[config.mk]
export PLATFORM = sky130hd
export DESIGN_NAME = bp_fe_cce_responder
export DESIGN_NICKNAME = d
export VERILOG_FILES = /design/src/rtl/bp_common_pkg.sv /design/src/rtl/bp_fe_cce_pkt_builder.sv /design/src/rtl/bp_fe_cce_responder.sv
export SDC_FILE = /design/constraint.sdc
export NUM_CORES = 1
export LEC_CHECK = 0
export ABC_AREA = 1
export CORE_AREA = 2 2 477 479
export CTS_BUF_LIST = sky130_fd_sc_hd__clkbuf_16
export DETAILED_ROUTE_END_ITERATION = 10
export DIE_AREA = 0 0 479 481
export MAX_ROUTING_LAYER = met4
export PLACE_DENSITY_LB_ADDON = 0.15
export SLEW_MARGIN = 20
export SYNTH_ARGS = -nofsm -noshare
export SYNTH_HDL_FRONTEND = slang
export SYNTH_SLANG_ARGS = --single-unit
[constraint.sdc]
create_clock -name clk_i -period 3.4 [get_ports clk_i]
set_input_delay 0.34 -clock clk_i [delete_from_list [all_inputs] [get_ports clk_i]]
set_output_delay 0.34 -clock clk_i [all_outputs]
set_load 0.05 [all_outputs]
[src/rtl/bp_common_pkg.sv]
// rtl/bp_common_pkg.sv - LCE/CCE/memory packet types and responder FSM states
package bp_common_pkg;

  localparam int bp_paddr_width_lp        = 40;
  localparam int bp_lce_id_width_lp       = 4;
  localparam int bp_icache_assoc_lp       = 8;
  localparam int bp_way_id_width_lp       = (bp_icache_assoc_lp > 1) ? $clog2(bp_icache_assoc_lp) : 1;
  localparam int bp_block_width_lp        = 512;
  localparam int bp_dword_width_lp        = 64;
  localparam int bp_block_offset_width_lp = $clog2(bp_block_width_lp / 8);
  localparam int bp_dword_offset_width_lp = $clog2(bp_dword_width_lp / 8);

  typedef enum logic {
    e_lce_req_miss  = 1'b0,
    e_lce_req_uc_rd = 1'b1
  } bp_lce_req_type_e;

  typedef enum logic {
    e_lce_resp_sync_ack = 1'b0,
    e_lce_resp_coh_ack  = 1'b1
  } bp_lce_resp_type_e;

  typedef enum logic [1:0] {
    e_lce_cmd_sync    = 2'd0,
    e_lce_cmd_data    = 2'd1,
    e_lce_cmd_uc_data = 2'd2
  } bp_lce_cmd_type_e;

  // Memory transfer size encoded as log2(bytes)
  typedef enum logic [2:0] {
    e_mem_size_8  = 3'd3,
    e_mem_size_64 = 3'd6
  } bp_mem_size_e;

  typedef struct packed {
    logic [bp_lce_id_width_lp-1:0] lce_id;
    bp_lce_req_type_e              req_type;
    logic [bp_way_id_width_lp-1:0] way_id;
    logic [bp_paddr_width_lp-1:0]  addr;
  } bp_lce_req_s;

  typedef struct packed {
    logic [bp_lce_id_width_lp-1:0] lce_id;
    bp_lce_resp_type_e             resp_type;
    logic [bp_paddr_width_lp-1:0]  addr;
  } bp_lce_resp_s;

  typedef struct packed {
    logic [bp_lce_id_width_lp-1:0] dst_id;
    bp_lce_cmd_type_e              cmd_type;
    logic [bp_way_id_width_lp-1:0] way_id;
    logic [bp_paddr_width_lp-1:0]  addr;
    logic [bp_block_width_lp-1:0]  data;
  } bp_lce_cmd_s;

  typedef struct packed {
    logic                         uncached;
    bp_mem_size_e                 size;
    logic [bp_paddr_width_lp-1:0] addr;
  } bp_mem_cmd_s;

  localparam int lce_req_width_lp  = $bits(bp_lce_req_s);
  localparam int lce_resp_width_lp = $bits(bp_lce_resp_s);
  localparam int lce_cmd_width_lp  = $bits(bp_lce_cmd_s);
  localparam int mem_cmd_width_lp  = $bits(bp_mem_cmd_s);

  typedef enum logic [2:0] {
    e_sync_send = 3'd0,
    e_sync_ack  = 3'd1,
    e_ready     = 3'd2,
    e_mem_cmd   = 3'd3,
    e_mem_resp  = 3'd4,
    e_lce_cmd   = 3'd5,
    e_coh_ack   = 3'd6
  } bp_fe_cce_state_e;

  function automatic logic [bp_paddr_width_lp-1:0] block_align(input logic [bp_paddr_width_lp-1:0] addr);
    return {addr[bp_paddr_width_lp-1:bp_block_offset_width_lp], {bp_block_offset_width_lp{1'b0}}};
  endfunction

  function automatic logic [bp_paddr_width_lp-1:0] dword_align(input logic [bp_paddr_width_lp-1:0] addr);
    return {addr[bp_paddr_width_lp-1:bp_dword_offset_width_lp], {bp_dword_offset_width_lp{1'b0}}};
  endfunction

  function automatic logic same_block(input logic [bp_paddr_width_lp-1:0] a,
                                      input logic [bp_paddr_width_lp-1:0] b);
    return a[bp_paddr_width_lp-1:bp_block_offset_width_lp] == b[bp_paddr_width_lp-1:bp_block_offset_width_lp];
  endfunction

endpackage

[src/rtl/bp_fe_cce_pkt_builder.sv]
// rtl/bp_fe_cce_pkt_builder.sv - formats LCE and memory commands from the latched request
module bp_fe_cce_pkt_builder
  import bp_common_pkg::*;
  #(parameter int block_width_p = 512,
    parameter int dword_width_p = 64)
  (input  logic                          sync,
   input  logic [bp_lce_id_width_lp-1:0] lce_id,
   input  bp_lce_req_s                   req,
   input  logic [block_width_p-1:0]      data,
   output bp_lce_cmd_s                   lce_cmd,
   output bp_mem_cmd_s                   mem_cmd);

  localparam logic [block_width_p-1:0] dword_mask_lp =
    {{(block_width_p-dword_width_p){1'b0}}, {dword_width_p{1'b1}}};

  // LCE command: sync carries only the destination, data commands echo way/addr
  always_comb begin
    lce_cmd        = '0;
    lce_cmd.dst_id = lce_id;
    if (sync) begin
      lce_cmd.cmd_type = e_lce_cmd_sync;
    end else begin
      lce_cmd.way_id = req.way_id;
      lce_cmd.addr   = req.addr;
      if (req.req_type == e_lce_req_miss) begin
        lce_cmd.cmd_type = e_lce_cmd_data;
        lce_cmd.data     = data;
      end else begin
        lce_cmd.cmd_type = e_lce_cmd_uc_data;
        lce_cmd.data     = data & dword_mask_lp;
      end
    end
  end

  // Memory command: misses fetch a whole block, uncached reads a single dword
  always_comb begin
    mem_cmd = '0;
    if (req.req_type == e_lce_req_miss) begin
      mem_cmd.uncached = 1'b0;
      mem_cmd.size     = e_mem_size_64;
      mem_cmd.addr     = block_align(req.addr);
    end else begin
      mem_cmd.uncached = 1'b1;
      mem_cmd.size     = e_mem_size_8;
      mem_cmd.addr     = dword_align(req.addr);
    end
  end

endmodule

[src/rtl/bp_fe_cce_responder.sv]
// rtl/bp_fe_cce_responder.sv - single-LCE directory-less CCE responder for the I-cache
module bp_fe_cce_responder
  import bp_common_pkg::*;
  #(parameter int paddr_width_p        = 40,
    parameter int lce_id_width_p       = 4,
    parameter int icache_assoc_p       = 8,
    parameter int icache_block_width_p = 512,
    parameter int dword_width_p        = 64,
    localparam int way_w_lp     = (icache_assoc_p > 1) ? $clog2(icache_assoc_p) : 1,
    localparam int req_w_lp     = lce_id_width_p + 1 + way_w_lp + paddr_width_p,
    localparam int resp_w_lp    = lce_id_width_p + 1 + paddr_width_p,
    localparam int cmd_w_lp     = lce_id_width_p + 2 + way_w_lp + paddr_width_p + icache_block_width_p,
    localparam int mem_cmd_w_lp = 1 + 3 + paddr_width_p)
  (input  logic                            clk_i,
   input  logic                            reset_i,
   input  logic [lce_id_width_p-1:0]       lce_id_i,
   input  logic [req_w_lp-1:0]             lce_req_i,
   input  logic                            lce_req_v_i,
   output logic                            lce_req_yumi_o,
   input  logic [resp_w_lp-1:0]            lce_resp_i,
   input  logic                            lce_resp_v_i,
   output logic                            lce_resp_yumi_o,
   output logic [cmd_w_lp-1:0]             lce_cmd_o,
   output logic                            lce_cmd_v_o,
   input  logic                            lce_cmd_ready_i,
   output logic [mem_cmd_w_lp-1:0]         mem_cmd_o,
   output logic                            mem_cmd_v_o,
   input  logic                            mem_cmd_ready_i,
   input  logic [icache_block_width_p-1:0] mem_resp_i,
   input  logic                            mem_resp_v_i,
   output logic                            mem_resp_yumi_o,
   output logic                            error_o);

  bp_fe_cce_state_e                state_r, state_n;
  bp_lce_req_s                     req_in, req_r;
  bp_lce_resp_s                    resp_in;
  bp_lce_cmd_s                     lce_cmd;
  bp_mem_cmd_s                     mem_cmd;
  logic [icache_block_width_p-1:0] data_r;
  logic                            error_r;

  logic cmd_v, req_yumi, resp_yumi, mem_cmd_v, mem_resp_yumi, err_set;

  assign req_in  = lce_req_i;
  assign resp_in = lce_resp_i;

  // Next-state and handshake decode; one transaction in flight at a time
  always_comb begin
    state_n       = state_r;
    cmd_v         = 1'b0;
    req_yumi      = 1'b0;
    resp_yumi     = 1'b0;
    mem_cmd_v     = 1'b0;
    mem_resp_yumi = 1'b0;
    err_set       = 1'b0;
    unique case (state_r)
      e_sync_send: begin
        cmd_v = 1'b1;
        if (lce_cmd_ready_i) state_n = e_sync_ack;
      end
      e_sync_ack: begin
        resp_yumi = lce_resp_v_i;
        if (lce_resp_v_i) begin
          if (resp_in.resp_type == e_lce_resp_sync_ack) state_n = e_ready;
          else                                          err_set = 1'b1;
        end
      end
      e_ready: begin
        req_yumi = lce_req_v_i;
        if (lce_req_v_i) begin
          state_n = e_mem_cmd;
          err_set = (req_in.lce_id != lce_id_i);
        end
      end
      e_mem_cmd: begin
        mem_cmd_v = 1'b1;
        if (mem_cmd_ready_i) state_n = e_mem_resp;
      end
      e_mem_resp: begin
        mem_resp_yumi = mem_resp_v_i;
        if (mem_resp_v_i) state_n = e_lce_cmd;
      end
      e_lce_cmd: begin
        cmd_v = 1'b1;
        if (lce_cmd_ready_i)
          state_n = (req_r.req_type == e_lce_req_miss) ? e_coh_ack : e_ready;
      end
      e_coh_ack: begin
        resp_yumi = lce_resp_v_i;
        if (lce_resp_v_i) begin
          if (resp_in.resp_type == e_lce_resp_coh_ack && same_block(resp_in.addr, req_r.addr))
            state_n = e_ready;
          else
            err_set = 1'b1;
        end
      end
      default: state_n = e_sync_send;
    endcase
  end

  // State register; reset always restarts with a fresh sync
  always_ff @(posedge clk_i) begin
    if (reset_i) state_r <= e_sync_send;
    else         state_r <= state_n;
  end

  // Latch the accepted request and the returned memory data
  always_ff @(posedge clk_i) begin
    if (reset_i) begin
      req_r  <= '0;
      data_r <= '0;
    end else begin
      if (req_yumi)      req_r  <= req_in;
      if (mem_resp_yumi) data_r <= mem_resp_i;
    end
  end

  // Sticky protocol error, cleared only by reset
  always_ff @(posedge clk_i) begin
    if (reset_i)      error_r <= 1'b0;
    else if (err_set) error_r <= 1'b1;
  end

  bp_fe_cce_pkt_builder #(
    .block_width_p(icache_block_width_p),
    .dword_width_p(dword_width_p)
  ) pkt_builder (
    .sync   (state_r == e_sync_send),
    .lce_id (lce_id_i),
    .req    (req_r),
    .data   (data_r),
    .lce_cmd(lce_cmd),
    .mem_cmd(mem_cmd)
  );

  // Handshakes are held low while reset is asserted so nothing leaks out mid-reset
  assign lce_cmd_o       = lce_cmd;
  assign mem_cmd_o       = mem_cmd;
  assign lce_cmd_v_o     = cmd_v         & ~reset_i;
  assign lce_req_yumi_o  = req_yumi      & ~reset_i;
  assign lce_resp_yumi_o = resp_yumi     & ~reset_i;
  assign mem_cmd_v_o     = mem_cmd_v     & ~reset_i;
  assign mem_resp_yumi_o = mem_resp_yumi & ~reset_i;
  assign error_o         = error_r;

endmodule
# Word-level counts from Yosys, hierarchy flattened
# Cells that the tools add are included.
[totals]
inputBits = 616
reg_bits = 560
elab_cells = 61
out_inout_bits = 611
[op_classes]
muxes = 27
n_reduce_logical = 5
bitwise = 6
n_eq_ne = 17
[op_table]
columns = ["cell", "count"]
rows = [
  ["two-way mux 555 bit", 1],
  ["two-way mux 512 bit", 1],
  ["two-way mux 44 bit", 1],
  ["equality test 34 bit", 1],
  ["two-way mux 3 bit", 10],
  ["case mux 3 bit (7 select lines)", 1],
  ["!= test 2 bit (second input constant)", 9],
  ["two-way mux 1 bit", 10],
  ["equality test 3 bit (second input constant)", 3],
  ["AND reduction 9 bit", 1],
  ["equality test 3 x 2 -> 1 bit (second input constant)", 2],
  ["bitwise AND 1 bit", 5],
  ["two-way mux 2 bit", 2],
  ["!= test 4 bit", 1],
  ["OR reduction 2 bit", 2],
  ["equality test 3 x 1 -> 1 bit (second input constant)", 1],
  ["logical NOT 3 bit", 1],
  ["case mux 1 bit (3 select lines)", 1],
  ["logical AND 1 bit", 1],
  ["NOT 1 bit", 1],
]

# Longest topological paths before layout
# Gate-level depths: netlist (run 1).
[logic_depth]
ltp_word = 5
mapped_depth = 15

# Cells and area by module
# A second synthesis (run 1) with hierarchy kept.
[hier_totals]
cells_unflattened = 3946
area_unflattened_um2 = 26322.7
[modules_own_cells]
columns = ["mod", "area_per_inst_um2", "cells_per_inst", "n_inst"]
rows = [
  ["bp_fe_cce_responder", 21076.5, 2670, 1],
  ["bp_fe_cce_pkt_builder", 5246.3, 1276, 1],
]

# Worst setup path after synthesis (run 1)
# No wires, ideal clock.
[synth_timing]
kind = "reg-to-output"
from = "register state_r[0]"
to = "output lce_cmd_o[100]"
slack_ns = 0.806
stages_incl_launch_ff = 9
required_time_ns = 3.060
t_arrival_ns = 2.254
path_cell_list = "dfxtp_1 > buf_2 > nor3_2 > buf_4 > nor2_2 > inv_2 > buf_4 > buf_4 > nor2_1"
[synth_between]
elab_chain_cells = 2
[synth_rtl]
columns = ["element", "line_no", "text"]
rows = [
  ["from (decl)", "bp_fe_cce_responder.sv:34", "bp_fe_cce_state_e state_r, state_n;"],
  ["from (signal assigned)", "bp_fe_cce_responder.sv:103", "if (reset_i) state_r <= e_sync_send;"],
  ["from (signal assigned)", "bp_fe_cce_responder.sv:104", "else state_r <= state_n;"],
  ["logical NOT 3 bit", "bp_fe_cce_responder.sv:128", ".sync (state_r == e_sync_send),"],
  ["two-way mux 555 bit", "bp_fe_cce_pkt_builder.sv:20", "if (sync) begin"],
  ["to (decl)", "bp_fe_cce_responder.sv:23", "output logic [cmd_w_lp-1:0] lce_cmd_o,"],
]
# No other way between the ends.

# Worst setup path in the final report (run 1)
[layout_timing]
from = "register state_r[2]"
to = "output lce_cmd_o[47]"
# The elaborated chain is that of the path after synthesis.

==> metrics.csv, run 1 <==
metric,value,unit
Core Rows,175,
CTS tree,yes,
setup violators final,0,
nets,4980,
hpwl dp,112000,µm
area grow syn2layout,72.2,%
area share of the largest cell type after synthesis,48.1,%
clock sink total,560,
Flop pwr share,29.4,%
Overall Global Routing Usage,12.3,%
post-CTS setup buffer count,0,
Die Wd,479,µm
fin area,40100,µm²
first-pass GRT wire length,195000,µm
Hold EP,data_r[295],
largest family of logic cells by synthesized area,compound AO/OA/AOI/OAI gates,
number of fill cells,25785,
Synth Area per Inst,7.12,µm²
most frequent cells in the layout,"clkdlybuf4s50_1, inv_1, nor2_1, o21ai_0, dfxtp_1",
worst-case clock buffer depth,3,
# H-tree levels,3,
Synth Warn #,0,
Avg WL per Cell,19.2,µm
core area,226000,µm²
Comb power frac,40.8,%
clock period minus worst slack,3210,ps
"Req. time, crit path",3060,ps
full die area,230000,µm²
clk_lat worst skew,710,ps
max-cap violation count,0,
mux cell area share after synthesis,0,%
Worst Path Max Fanout,84,
Synth Area in Compound Gates,24.3,%
GR Overflow Total,0,
Final period util,94.3,%
RSZ-0062 raised after global routing,false,
Relative slew margins,40.1,%
Adder-Cell Fraction of Synth Area,0,%
sequential area share after synthesis,48.1,%
initial antenna violation count,48,
final hold violation count,0,
fin util,17.8,%
largest net degree at the start of global routing,95,
Worst Hold Class,input pin to flip-flop,
startpoint types,flip-flop,
Crit Reg-Reg Startpoint,state_r[0],
Buffers on Ports,1212,
vias in the first global route,24697,
layout cell share with drive strength beyond 1,14.7,%
initial DRC count,1168,
Post-Synth Simple-Gate Area,11.2,%
Setup TNS,0,ps
Switching Fraction,43.9,%
dpl cells,7290,
crit path DAT,2870,ps
static leakage,15.0,nW
total number of vias,24824,
fmax,312,MHz
final std cells w/o fill,7479,
Yosys cell types,25,
crit path kind,flip-flop to primary output,
cells after synthesis,3271,
Synth Area in XOR/XNOR,0.451,%
die height,481,µm
dpl cell area,37600,µm²
# IOs,1227,
Least-Margin Pin Slew,895,ps
Peak VDD IR,493,µV
r2r setup slk,1030,ps
Final ANT Viol Nets,0,
Final Wtd Congestion,0.819,
Internal,15.1,mW
power per cell area,672,nW/µm²
switching power,11.8,mW
WHS Path Cells,3,
via/cell ratio,3.32,
Root Driver,clkbuf_16,
CP peak stage delay,830,ps
"Slew Viols, Final",0,
CTS Buf Count,81,
clk slew on worst S/H paths,60,ps
Clk pwr share,29.9,%
most common library cell in the layout ignoring fill and taps,clkdlybuf4s50_1,
hold path startpoint,mem_resp_i[295],
FF-to-FF path depth,6,
Setup crit end kind,primary output,
DR pass1 iterations,5,
# hold bufs at CTS,0,
status,"finished, final reports clean",
"Slowest-stage cell, CP",clkdlybuf4s50_1,
Post-Synthesis Cell Area,23300,µm²
Worst Skew,44.0,ps
initial core utilization,10.3,%
crit-path cells,"nor3_4, buf_12, nor2_1, clkdlybuf4s50_1",
DRC violations left,0,
drt total wl,144000,µm
r2r endpoint,data_r[472],
synthesized flop and latch total,560,
dominant cell type by area after synthesis,dfxtp_1,
"top cells by area, synth","dfxtp_1, o21ai_0, a21oi_1, inv_1, nor2_1",
-- cell families after synthesis --
family | Yosys count
AO/OA/AOI/OAI | 1128
XOR/XNOR | 12
buffers and inverters | 887
flip-flops | 560
other | 2
AND/OR/NAND/NOR | 682
-- sequential cells by signal, indices dropped and copies added (netlist names) --
name and flops:
state_r 3, error_o 1, data_r 512, req_r 44
-- power groups by stage --
stage	sequential [mW]	combinational (mW)	clock, mW
3_5_place_dp	8.06	11.3	0
4_1_cts	7.92	11.3	8.57
5_1_grt	8.02	11.9	8.77
3_3_place_gp	8.05	11.3	0
6_report	7.92	11.0	8.05
2_1_floorplan	7.98	6.91	0
-- final cells by class --
class                   count  area [µm²]  share of cell area (%)
clock buffers              82        2050                    5.12
multi-input cells        1826        8420                    21.0
clock inverters            64         369                   0.921
well taps                3009        3760                    9.39
repair buffers           1299       11900                    29.7
inverters                 596        2260                    5.63
diodes                     43         108                   0.268
flip-flops and latches    560       11200                    28.0
-- Yosys cell counts (all sizes together) --
cell type,number
buf,157
inv,596
a21oi,559
conb,2
o21ai,563
nand4,1
clkbuf,134
dfxtp,560
xor2,3
o22ai,4
or2,1
a31oi,1
nor3,3
a41o,1
xnor2,9
nor2,579
nand2,88
nand3,10
-- repair_timing --
action / CTS / global route
hold endpoints to repair: 0 / 0
setup endpoints to repair: 33 / 2
gates resized for setup: 14 / 2
-- worst max path at each step --
stage,start,end,slack [ps],depth (start not counted)
after floorplan,state_r[0],lce_cmd_o[100],810,8
after global placement,reset_i,data_r[252],580,5
after detailed placement,mem_resp_v_i,data_r[472],570,6
after CTS,state_r[2],lce_cmd_o[142],3,5
after global routing,state_r[2],lce_cmd_o[48],0.4,4
final,state_r[2],lce_cmd_o[47],190,4
-- layer usage --
layer,vias to the layer above,part of all wire (%),GRT usage [%]
met5,-,0,-
met3,141,10,5.34
met4,0,2.6,3.91
met2,937,44,18.6
met1,11284,43,14.5
li1,12462,-,-
-- worst max-delay path, delay by kind of cell, from the launching register on --
kind,cells,cell delay [ps]
buf+inv,2,1190
simple gates,2,420
flops,1,400
-- through the flow --
stage / power [mW] / hold WS (ps) / setup slack (ps)
after global placement: 19.3 / 440 / 575
after floorplan: 14.9 / 430 / 806
final: 27.0 / 245 / 193
after global routing: 28.7 / 191 / 0.391
after detailed placement: 19.3 / 441 / 575
after CTS: 27.8 / 127 / 2.65
No activity file was read; power rests on OpenSTA's default activity.
==> run 2: changes to the inputs <==
clock period = 3.94 ns   (was 3.4 ns; I/O delays follow)
==> run 2 against run 1 <==
Clock power shrank 12%. Global-route usage is essentially flat. Sequential power shrank 14%. Critical path type unchanged. Worst hold slack gained 65 ps. Design area grew 1.5%. Sequential share of layout area shrank 0.40 points. Critical path depth grew 2. First-iteration DRC count shrank 15%. Combinational power shrank 14%. Highest routed layer unchanged.
==> metrics.csv, run 2 (synthesis gave the netlist of run 1 again) <==
metric,value,unit
largest net degree at the start of global routing,128,
hold path startpoint,mem_resp_i[444],
area grow syn2layout,74.7,%
Flop pwr share,29.2,%
Least-Margin Pin Slew,949,ps
Clk pwr share,30.4,%
DR pass1 iterations,5,
Final Wtd Congestion,0.837,
Relative slew margins,36.7,%
worst-case clock buffer depth,3,
Core Rows,175,
max-cap violation count,0,
final hold violation count,0,
switching power,10.1,mW
Setup crit end kind,primary output,
Largest Register,data_r,
Overall Global Routing Usage,12.3,%
most common library cell in the layout ignoring fill and taps,clkdlybuf4s50_1,
"Slowest-stage cell, CP",clkdlybuf4s50_1,
status,"finished, final reports clean",
largest registers,"data_r x512, req_r x44, state_r x3",
crit-path cells,"nor3_4, nor2_2, inv_8, buf_12, nor2_1, clkdlybuf4s50_1",
FF-to-FF path depth,7,
vias in the first global route,25136,
Root Driver,clkbuf_16,
CP peak stage delay,900,ps
Switching Fraction,43.1,%
Crit Reg-Reg Startpoint,state_r[0],
RSZ-0062 raised after global routing,false,
crit path DAT,3350,ps
"Req. time, crit path",3550,ps
r2r endpoint,data_r[287],
via/cell ratio,3.32,
Comb power frac,40.3,%
Worst Skew,45.8,ps
static leakage,14.2,nW
Worst Hold Class,input pin to flip-flop,
total number of vias,24743,
Worst Path Max Fanout,88,
crit path kind,flip-flop to primary output,
# hold bufs at CTS,0,
CTS Buf Count,83,
clock period minus worst slack,3750,ps
Peak VDD IR,429,µV
most frequent cells in the layout,"clkdlybuf4s50_1, inv_1, nor2_1, o21ai_0, dfxtp_1",
final worst slack,193,ps
"Slew Viols, Final",0,
GR Overflow Total,0,
core area,226000,µm²
Avg WL per Cell,19.3,µm
final std cells w/o fill,7447,
PnR Total Power,23.4,mW
max reg flops,512,
startpoint types,flip-flop,
fmax,267,MHz
nets,4954,
crit path to,lce_cmd_o[278],
initial DRC count,989,
clock sink total,560,
# IOs,1227,
DRC violations left,0,
pre-CTS WS,906,ps
Buffers on Ports,1212,
# H-tree levels,3,
WHS,311,ps
Internal,13.3,mW
layout cell share with drive strength beyond 1,7.07,%
"CP delay by family, top",buffers and inverters,
initial core utilization,10.3,%
critical path depth,6,
Final ANT Viol Nets,0,
clk_lat worst skew,710,ps
CTS tree,yes,
clk slew on worst S/H paths,60,ps
number of fill cells,25741,
Final period util,95.1,%
post-CTS resize count,0,
die height,481,µm
dpl cells,7262,
drt total wl,144000,µm
post-CTS setup buffer count,0,
CP Buf/Inv Count,3,
r2r setup slk,1580,ps
setup violators final,0,
power per cell area,575,nW/µm²
first-pass GRT wire length,197000,µm
Die Wd,479,µm
Setup TNS,0,ps
CP startpoint,state_r[2],
initial antenna violation count,47,
hpwl dp,112000,µm
full die area,230000,µm²
==> run 2: power by group through the flow <==
stage	Combinational, mW	Sequential, mW	Clock (mW)
after detailed placement	9.69	6.96	0
after floorplan	5.97	6.89	0
final	9.43	6.84	7.12
after global placement	9.69	6.96	0
after CTS	9.72	6.84	7.55
after global routing	10.2	6.93	7.73
==> run 2: tightest hold or removal path: cells and delay by family <==
| family | cells | cell delay, ps |
|---|---|---|
| AOI/OAI and AO/OA | 2 | 190 |
| buffers and inverters | 1 | 390 |
==> run 2: per-layer routing <==
layer | GRT usage [%] | wire (µm) | vias to the layer above
li1 | - | - | 12390
met1 | 14.7 | 62600 | 11293
met2 | 18.8 | 63600 | 924
met3 | 5.30 | 14600 | 136
met4 | 3.21 | 2850 | 0
met5 | - | 0 | -
==> run 2: how the worst min path moves through the flow <==
stage | endpoint | slack, ps | depth (start not counted)
2_1_floorplan | data_r[100] | 430 | 2
3_3_place_gp | data_r[201] | 440 | 2
3_5_place_dp | data_r[294] | 440 | 2
4_1_cts | data_r[391] | 200 | 3
5_1_grt | data_r[62] | 260 | 3
6_report | data_r[444] | 310 | 3
==> run 2: final cells by class <==
type | instances | area [µm²] | share of cell area [%]
Clock buffer | 84 | 2100 | 5.17
Multi-Input combinational cell | 1826 | 8410 | 20.7
Timing Repair Buffer | 1271 | 12400 | 30.6
Tap cell | 3009 | 3760 | 9.25
Inverter | 596 | 2250 | 5.54
Clock inverter | 61 | 400 | 0.984
Sequential cell | 560 | 11200 | 27.6
Antenna cell | 40 | 100 | 0.246
==> run 2: metrics by stage <==
| step | instance area (µm²) | util [%] |
|---|---|---|
| floorplan | 23300 | - |
| global placement | 38100 | 16.9 |
| detailed placement | 38100 | 16.9 |
| CTS | 40600 | 18.0 |
| global route | 40700 | 18.0 |
| finish | 40700 | 18.0 |
==> run 3: changes to the inputs <==
PLACE_DENSITY_LB_ADDON = unset   (was 0.15)
TNS_END_PERCENT = 20   (was unset)
==> run 3 against run 2 <==
Register-to-register slack got worse by 330 ps. Utilization fell by 0.051 points. Flip-flop and latch count did not move. First-iteration DRC count rose by 80%. Critical path depth did not move. Wire length rose by 19%. Sequential power rose by 1%. Non-clock buffer count fell by 6. Combinational power rose by 1%. Clock-buffer cell count fell by 7.
==> metrics.csv, run 3 (synthesis gave the netlist of run 1 again) <==
metric,value,unit
post-CTS resize count,0,
drt total wl,170000,µm
power per cell area,578,nW/µm²
RSZ-0062 raised after global routing,true,
DR pass1 iterations,8,
initial DRC count,1784,
Peak VDD IR,579,µV
Core Rows,175,
dpl cell area,38000,µm²
Flop pwr share,29.6,%
worst-case clock buffer depth,3,
total number of vias,26447,
final hold violation count,0,
"Slew Viols, Final",0,
clk slew on worst S/H paths,50,ps
Root Driver,clkbuf_16,
largest net degree at the start of global routing,139,
Worst Path Max Fanout,54,
sequential cell area,11200,µm²
Clk pwr share,29.6,%
first-pass GRT wire length,221000,µm
Final Wtd Congestion,0.917,
Avg WL per Cell,22.8,µm
max-cap violation count,0,
Worst Hold Class,input pin to flip-flop,
Least-Margin Pin Slew,904,ps
"Req. time, crit path",3550,ps
dpl cells,7256,
GR Overflow Total,0,
initial antenna violation count,146,
area grow syn2layout,74.2,%
initial core utilization,10.3,%
clock period minus worst slack,3780,ps
multi-input logic area,8400,µm²
Final period util,96.0,%
PnR Total Power,23.4,mW
static leakage,14.3,nW
most common library cell in the layout ignoring fill and taps,clkdlybuf4s50_1,
fin util,18.0,%
setup violators final,0,
Worst Skew,29.6,ps
fin area,40600,µm²
fmax,264,MHz
Overall Global Routing Usage,14.5,%
status,"finished, final reports clean",
CP peak stage delay,900,ps
via/cell ratio,3.54,
CTS Buf Count,76,
Final ANT Viol Nets,0,
CTS tree,yes,
nets,4941,
largest registers,"data_r x512, req_r x44, state_r x3",
# IOs,1227,
final std cells w/o fill,7462,
Largest Register,data_r,
hpwl dp,143000,µm
# H-tree levels,3,
core area,226000,µm²
most frequent cells in the layout,"clkdlybuf4s50_1, inv_1, nor2_1, o21ai_0, dfxtp_1",
number of fill cells,25531,
"Slowest-stage cell, CP",clkdlybuf4s50_1,
full die area,230000,µm²
max reg flops,512,
clk_lat worst skew,690,ps
crit-path cells,"nor3_4, nor2_2, inv_8, buf_12, nor2_1, clkdlybuf4s50_1",
Setup crit end kind,primary output,
layout cell share with drive strength beyond 1,9.52,%
die height,481,µm
Die Wd,479,µm
Switching Fraction,43.2,%
DRC violations left,0,
Comb power frac,40.8,%
Internal,13.3,mW
clock sink total,560,
startpoint types,flip-flop,
crit path kind,flip-flop to primary output,
Buffers on Ports,1212,
crit path DAT,3390,ps
vias in the first global route,25173,
switching power,10.1,mW
Relative slew margins,39.1,%
run 3: final cells by class:
cell class / count / area share (%)
tap: 3009 / 9.28
timing repair buffer: 1265 / 30.4
sequential: 560 / 27.6
clock inverter: 54 / 1.18
inverter: 596 / 5.55
clock buffer: 77 / 4.75
antenna: 75 / 0.463
multi-input combinational: 1826 / 20.7
run 3: power groups by stage:
stage          Clock (mW)  Combinational (mW)  Sequential, mW
2_1_floorplan           0                5.97            6.89
3_3_place_gp            0                9.58            7.04
3_5_place_dp            0                9.63            7.05
4_1_cts              7.22                9.66            6.93
5_1_grt              7.37                10.2            7.02
6_report             6.94                9.56            6.93
run 3: path summary, 6_finish.rpt:
check              endpoint  depth (start not counted)  slack, ps            start
min reg2reg      data_r[30]                          2        450       data_r[30]
max reg2reg     data_r[407]                          5       1250       state_r[0]
max          lce_cmd_o[238]                          6        160       state_r[2]
min             data_r[420]                          3        330  mem_resp_i[420]
run 3: what timing repair did:
action,in CTS,in global routing
setup endpoints to repair,0,1
buffers inserted,0,0
hold buffers,0,0
run 3: critical path: cells and delay by family, from the launching register on:
family	cells	cell delay (ps)
buffers and inverters	3	1430
DFF	1	520
and+or+nand+nor	3	660
run 3: metrics by stage:
| step | setup slack [ps] | hold WS [ps] | setup TNS (ps) |
|---|---|---|---|
| detailed placement | 861 | 443 | 0 |
| global route | -3.84 | 282 | -3.84 |
| finish | 156 | 332 | 0 |
| floorplan | 1290 | 430 | 0 |
| global placement | 877 | 439 | 0 |
| CTS | 64.6 | 224 | 0 |
run 3: layer usage:
| layer | up-vias | wire length [µm] | part of all wire [%] | global-route usage [%] |
|---|---|---|---|---|
| met4 | 0 | 7600 | 4.5 | 5.82 |
| met2 | 1427 | 77000 | 45 | 22.8 |
| li1 | 12405 | - | - | - |
| met5 | - | 0 | 0 | - |
| met1 | 12346 | 66200 | 39 | 15.9 |
| met3 | 269 | 19500 | 11 | 6.57 |
